## src/rtl/pe_seq_ctrl.sv

```systemverilog
// pe_seq_ctrl: sequencer for a row of N systolic PEs (clear, stream, skewed fire, drain, output select).
// Optional feature: define PE_SEQ_STALL_EN to add a stall input that pauses operand streaming.
module pe_seq_ctrl #(
    parameter int N      = 4,
    parameter int K_W    = 8,
    parameter int PE_LAT = 1,
    parameter int SEL_W  = 2
) (
    input  logic             clk,
    input  logic             rst,
    input  logic             start,
    input  logic [K_W-1:0]   k_len,
`ifdef PE_SEQ_STALL_EN
    input  logic             stall,
`endif
    output logic             busy,
    output logic             done,
    output logic             clr,
    output logic             rd_en,
    output logic [K_W-1:0]   rd_addr,
    output logic [N-1:0]     fire,
    output logic             out_valid,
    output logic [SEL_W-1:0] out_sel
);
    localparam logic [2:0] IDLE   = 3'd0;
    localparam logic [2:0] CLEAR  = 3'd1;
    localparam logic [2:0] STREAM = 3'd2;
    localparam logic [2:0] DRAIN  = 3'd3;
    localparam logic [2:0] OUT    = 3'd4;
    localparam logic [2:0] DONE   = 3'd5;
    localparam int CW_MIN = $clog2(N + PE_LAT + 1);
    localparam int CW     = CW_MIN > SEL_W ? CW_MIN : SEL_W;

    logic [2:0]     state_q, state_d;
    logic [K_W-1:0] klen_q, klen_d;
    logic [K_W-1:0] addr_q, addr_d;
    logic [CW-1:0]  cnt_q, cnt_d;
    logic [N-1:0]   fire_q, fire_d;
    logic           stall_w;

`ifdef PE_SEQ_STALL_EN
    assign stall_w = stall;
`else
    assign stall_w = 1'b0;
`endif

    assign busy      = state_q != IDLE;
    assign done      = state_q == DONE;
    assign clr       = state_q == CLEAR;
    assign rd_en     = (state_q == STREAM) && !stall_w;
    assign rd_addr   = addr_q;
    assign fire      = fire_q;
    assign out_valid = state_q == OUT;
    assign out_sel   = out_valid ? SEL_W'(cnt_q) : '0;

    // Next-state: tile phases; the stream counter only advances on real reads and ends at the latched k_len
    always_comb begin
        state_d = state_q;
        klen_d  = klen_q;
        addr_d  = addr_q;
        cnt_d   = cnt_q;
        fire_d  = (fire_q << 1) | N'(rd_en);
        case (state_q)
            IDLE: begin
                if (start) begin
                    klen_d  = k_len;
                    addr_d  = '0;
                    cnt_d   = '0;
                    state_d = (k_len == '0) ? DONE : CLEAR;
                end
            end
            CLEAR: state_d = STREAM;
            STREAM: begin
                if (rd_en) begin
                    addr_d = addr_q + 1'b1;
                    if (addr_q == klen_q - 1'b1) begin
                        state_d = DRAIN;
                        cnt_d   = '0;
                    end
                end
            end
            DRAIN: begin
                cnt_d = cnt_q + 1'b1;
                if (cnt_q == CW'(N + PE_LAT - 1)) begin
                    state_d = OUT;
                    cnt_d   = '0;
                end
            end
            OUT: begin
                cnt_d = cnt_q + 1'b1;
                if (cnt_q == CW'(N - 1)) begin
                    state_d = DONE;
                    cnt_d   = '0;
                end
            end
            DONE:    state_d = IDLE;
            default: state_d = IDLE;
        endcase
    end

    // State registers; reset aborts any tile without a done pulse
    always_ff @(posedge clk) begin
        if (rst) begin
            state_q <= IDLE;
            klen_q  <= '0;
            addr_q  <= '0;
            cnt_q   <= '0;
            fire_q  <= '0;
        end else begin
            state_q <= state_d;
            klen_q  <= klen_d;
            addr_q  <= addr_d;
            cnt_q   <= cnt_d;
            fire_q  <= fire_d;
        end
    end
endmodule
```

## config.mk

```make
export PLATFORM = sky130hd
export DESIGN_NAME = pe_seq_ctrl
export DESIGN_NICKNAME = d
export VERILOG_FILES = /design/src/rtl/pe_seq_ctrl.sv
export SDC_FILE = /design/constraint.sdc
export NUM_CORES = 1
export LEC_CHECK = 0
export ABC_AREA = 1
export BUFFER_PORTS_ARGS = -buffer_cell sky130_fd_sc_hd__buf_2
export CAP_MARGIN = 0
export CORE_ASPECT_RATIO = 1.75
export CORE_MARGIN = 10
export CORE_UTILIZATION = 30
export DETAILED_ROUTE_END_ITERATION = 7
export HOLD_SLACK_MARGIN = 0.03
export PLACE_DENSITY = 0.47
export SLEW_MARGIN = 15
export SYNTH_ARGS = -nofsm -noshare
export SYNTH_HDL_FRONTEND = slang
export SYNTH_SLANG_ARGS = --single-unit
```

## constraint.sdc

```tcl
create_clock -name clk -period 1.9 [get_ports clk]
set_clock_uncertainty 0.2 [all_clocks]
set_input_delay 0.38 -clock clk [delete_from_list [all_inputs] [get_ports clk]]
set_output_delay 0.38 -clock clk [all_outputs]
set_load 0.03 [all_outputs]
```

==> results.py <==
metrics = {
    "run_status": {
        "status": "finished, final reports clean",
    },
    "route": {
        "num_vias": 1533,
        "ant_nets": 0,
        "avgRoutedWirePerCell_um": 13.43,
        "viasPerCell": 4.702,
        "initialDrtViolationCount": 62,
        "dr.pass1.iters": 6,
        "route.detailed.drc": 0,
        "drt_wl_total_mm": 4.377,
    },
    "cells_and_area": {
        "drive_gt1_share_pct": 30.51,
        "fillers": 585,
        "final_nets": 290,
        "antennaDiodeCount": 0,
        "areaGrowthSynthToFinish_pct": 23.35,
        "fin_cells": 326,
        "final_core_util_pct": 38.58,
    },
    "grt": {
        "use_met2_pct": 21.86,
        "antenna_found_initial": 0,
        "grt_pass1_vias": 1594,
        "grt_first_pass_wirelength_mm": 7.265,
        "globalRouteMet3Util_pct": 2.140,
        "grt.total_usage_pct": 10.78,
        "grt_util_met1_pct": 9.779,
        "grt_overflow": 0,
        "grt_max_degree": 18,
        "grt_busiest_layer": "met2",
    },
    "critical_path": {
        "cp_slowest_stage_delay_ns": 0.38,
        "crit_fanout": 5,
        "cp_top_family": "flip-flops",
        "crit_start": "state_q[1]",
        "critPathBufInv": 3,
        "critical_path_arrival_ns": 1.28,
        "crit_chain": "nor2_4 > inv_2 > nor2_4 > inv_2 > nor2_1 > buf_4",
        "cp-start-kind": "flop",
        "slowest_stage": "dfxtp_1",
        "setup.worst_path.class": "flop to output port",
        "regToRegStartpoint": "klen_q[0]",
        "worstSetupEndpointType": "output port",
        "cp_data_required_time_ns": 1.32,
    },
    "timing": {
        "slew_headroom_pct": 63.91,
        "min_period_ns": 1.863,
        "slew_violations": 0,
        "hold_viol": 0,
        "finalSetupTns_ns": 0,
        "grt_setup_unrepaired": "true",
        "setup_violations": 0,
        "tightest_slew_ns": 0.5408,
        "timing.fmax_mhz": 536.8,
        "timing.final.crit_share_pct": 98.05,
    },
    "synth": {
        "ys_seq_area_share_pct": 33.15,
        "syn_nets": 253,
        "synth_edf_count": 0,
        "async_flop_share_pct": 0,
        "synth_area_leaders": "dfxtp_1 (33%), nand2_1 (13%), nor2_1 (8.1%), inv_1 (6.5%), a21oi_1 (4.8%)",
        "yosys_warnings": 0,
        "synth_top_area_share_pct": 33.15,
        "synthCells": 236,
        "synth_top_cell_by_area": "dfxtp_1",
        "ys_ff_latch": 26,
        "syn_avg_cell_area_sq_um": 6.654,
        "syn_area_sq_mm": 0.001570,
        "synth_cell_type_count": 32,
        "synth_flop_cell": "dfxtp_1",
    },
    "placement": {
        "dp.cells": 321,
        "port_buffers": 29,
        "hpwl_mm": 3.562,
        "gp_congestion": 0.8396,
    },
    "floorplanning": {
        "pin_count": 30,
        "rows": 34,
        "chipHeight_um": 115.7,
        "die_x_um": 74.69,
        "core_sq_mm": 0.005020,
        "dieArea_sq_mm": 0.008642,
        "start_util_pct": 31.28,
    },
    "worst_hold_path": {
        "worstHoldStart": "k_len[7]",
        "min_path_type": "primary input to flop",
    },
    "power": {
        "power_mw": 2.932,
        "leakagePower_nw": 0.8882,
        "power_density_mw_per_mm2": 1514,
        "vdd_ir_drop_max_mv": 0.7072,
    },
    "clock_network": {
        "root_buffer": "clkbuf_8",
        "cts_tree": "yes",
        "htree_levels": 1,
        "cts_buffers": 3,
        "cts_sinks": 26,
        "insertion_delay_ns": 0.27,
        "holdBufCountCts": 0,
        "cts_buffer_depth": 2,
        "clk_pin_slew_worst_paths_ns": 0.10,
    },
    "job": {
        "cap_violations": 0,
    },
}
-- power by group --
group	switching (mW)	total [mW]	internal, mW
Clock	0.194	0.476	0.282
Combinational	1.07	1.64	0.567
Sequential	0.136	0.816	0.679
-- cell usage in the layout (no fill, tap or decap), drive strengths merged, types with 2 or more instances in the layout --
master  netlist  final
nand4         4      4
nand3        15     15
dfxtp        26     26
inv          40     40
nand2        56     56
nor4          2      2
ha            6      6
nor2         43     43
a21oi        15     15
clkbuf        2      3
nor3          2      2
buf           2     36
o21ai        14     14
xnor2         2      2
a211oi        2      2
-- final cells by class --
type | instances | area [sq um] | area share, %
Clock buffer | 3 | 41.29 | 2.132
Clock inverter | 1 | 30.03 | 1.550
Inverter | 40 | 150.1 | 7.752
Multi-Input combinational cell | 166 | 914.6 | 47.22
Sequential cell | 26 | 528.0 | 27.26
Tap cell | 54 | 67.56 | 3.488
Timing Repair Buffer | 36 | 205.2 | 10.59
-- timing repair --
item,in CTS,in global routing
endpoints found under the setup margin,8,12
cloned,0,0
pin swaps,4,8
buffers inserted,0,1
gates resized for setup,9,10
-- final timing paths --
path / to / slack (ns) / depth (start not counted)
setup / recovery: out_sel[1] / 0.04 / 6
hold / removal: klen_q[7] / 0.15 / 3
setup reg to reg: cnt_q[2] / 0.05 / 15
hold reg to reg: fire[3] / 0.22 / 2
-- metal layers --
metal  up-vias  wire, um
met5         -         0
met4         0        69
met3         6       173
met2        20      2502
met1       688      1632
li1        819         -
-- logic make-up after synthesis --
family | after synthesis | synth area share [%]
AOI/OAI and AO/OA | 34 | 12.19
DFF | 26 | 33.15
adders and majority gates | 6 | 4.781
and+or+nand+nor | 123 | 37.13
buffers and inverters | 44 | 11.08
xor gates and xnor gates | 3 | 1.674
-- cells in the mapped netlist (3+ instances only) --
cell type	number
o21ai_0	11
inv_2	13
inv_1	27
nand3_1	11
dfxtp_1	26
a21oi_1	15
nand4_1	4
nand3_2	3
nor2_1	34
nand2_1	54
nor2_2	7
ha_1	6
-- per-stage QoR --
stage               hold WS [ns]  setup slack, ns  cell area (sq um)
floorplan                 0.2538         -0.08856               1570
global placement          0.2047          0.01460               1804
detailed placement        0.2067         -0.01499               1804
CTS                       0.1476         0.004674               1906
global route              0.2050          -0.1928               1937
finish                    0.1538          0.03713               1937
-- sequential cells by signal (all words and copies together) (netlist names) --
register / count
cnt_q: 3
fire: 4
klen_q: 8
rd_addr: 8
state_q: 3
-- worst reg2reg max path, cell delays in order (launching register included) --
cell and delay [ns]:
dfxtp_2 0.35, inv_2 0.05, ha_4 0.23, inv_2 0.04, nand2_1 0.04, nand2_1 0.05
nand2_1 0.04, nor2_1 0.08, nand3_1 0.11, nor2_2 0.10, nand3_2 0.09, nand2_4 0.10
nand3_4 0.09, nand2_2 0.09, nand2_1 0.04, nor2_1 0.11
(Power assumes the default switching activity.)
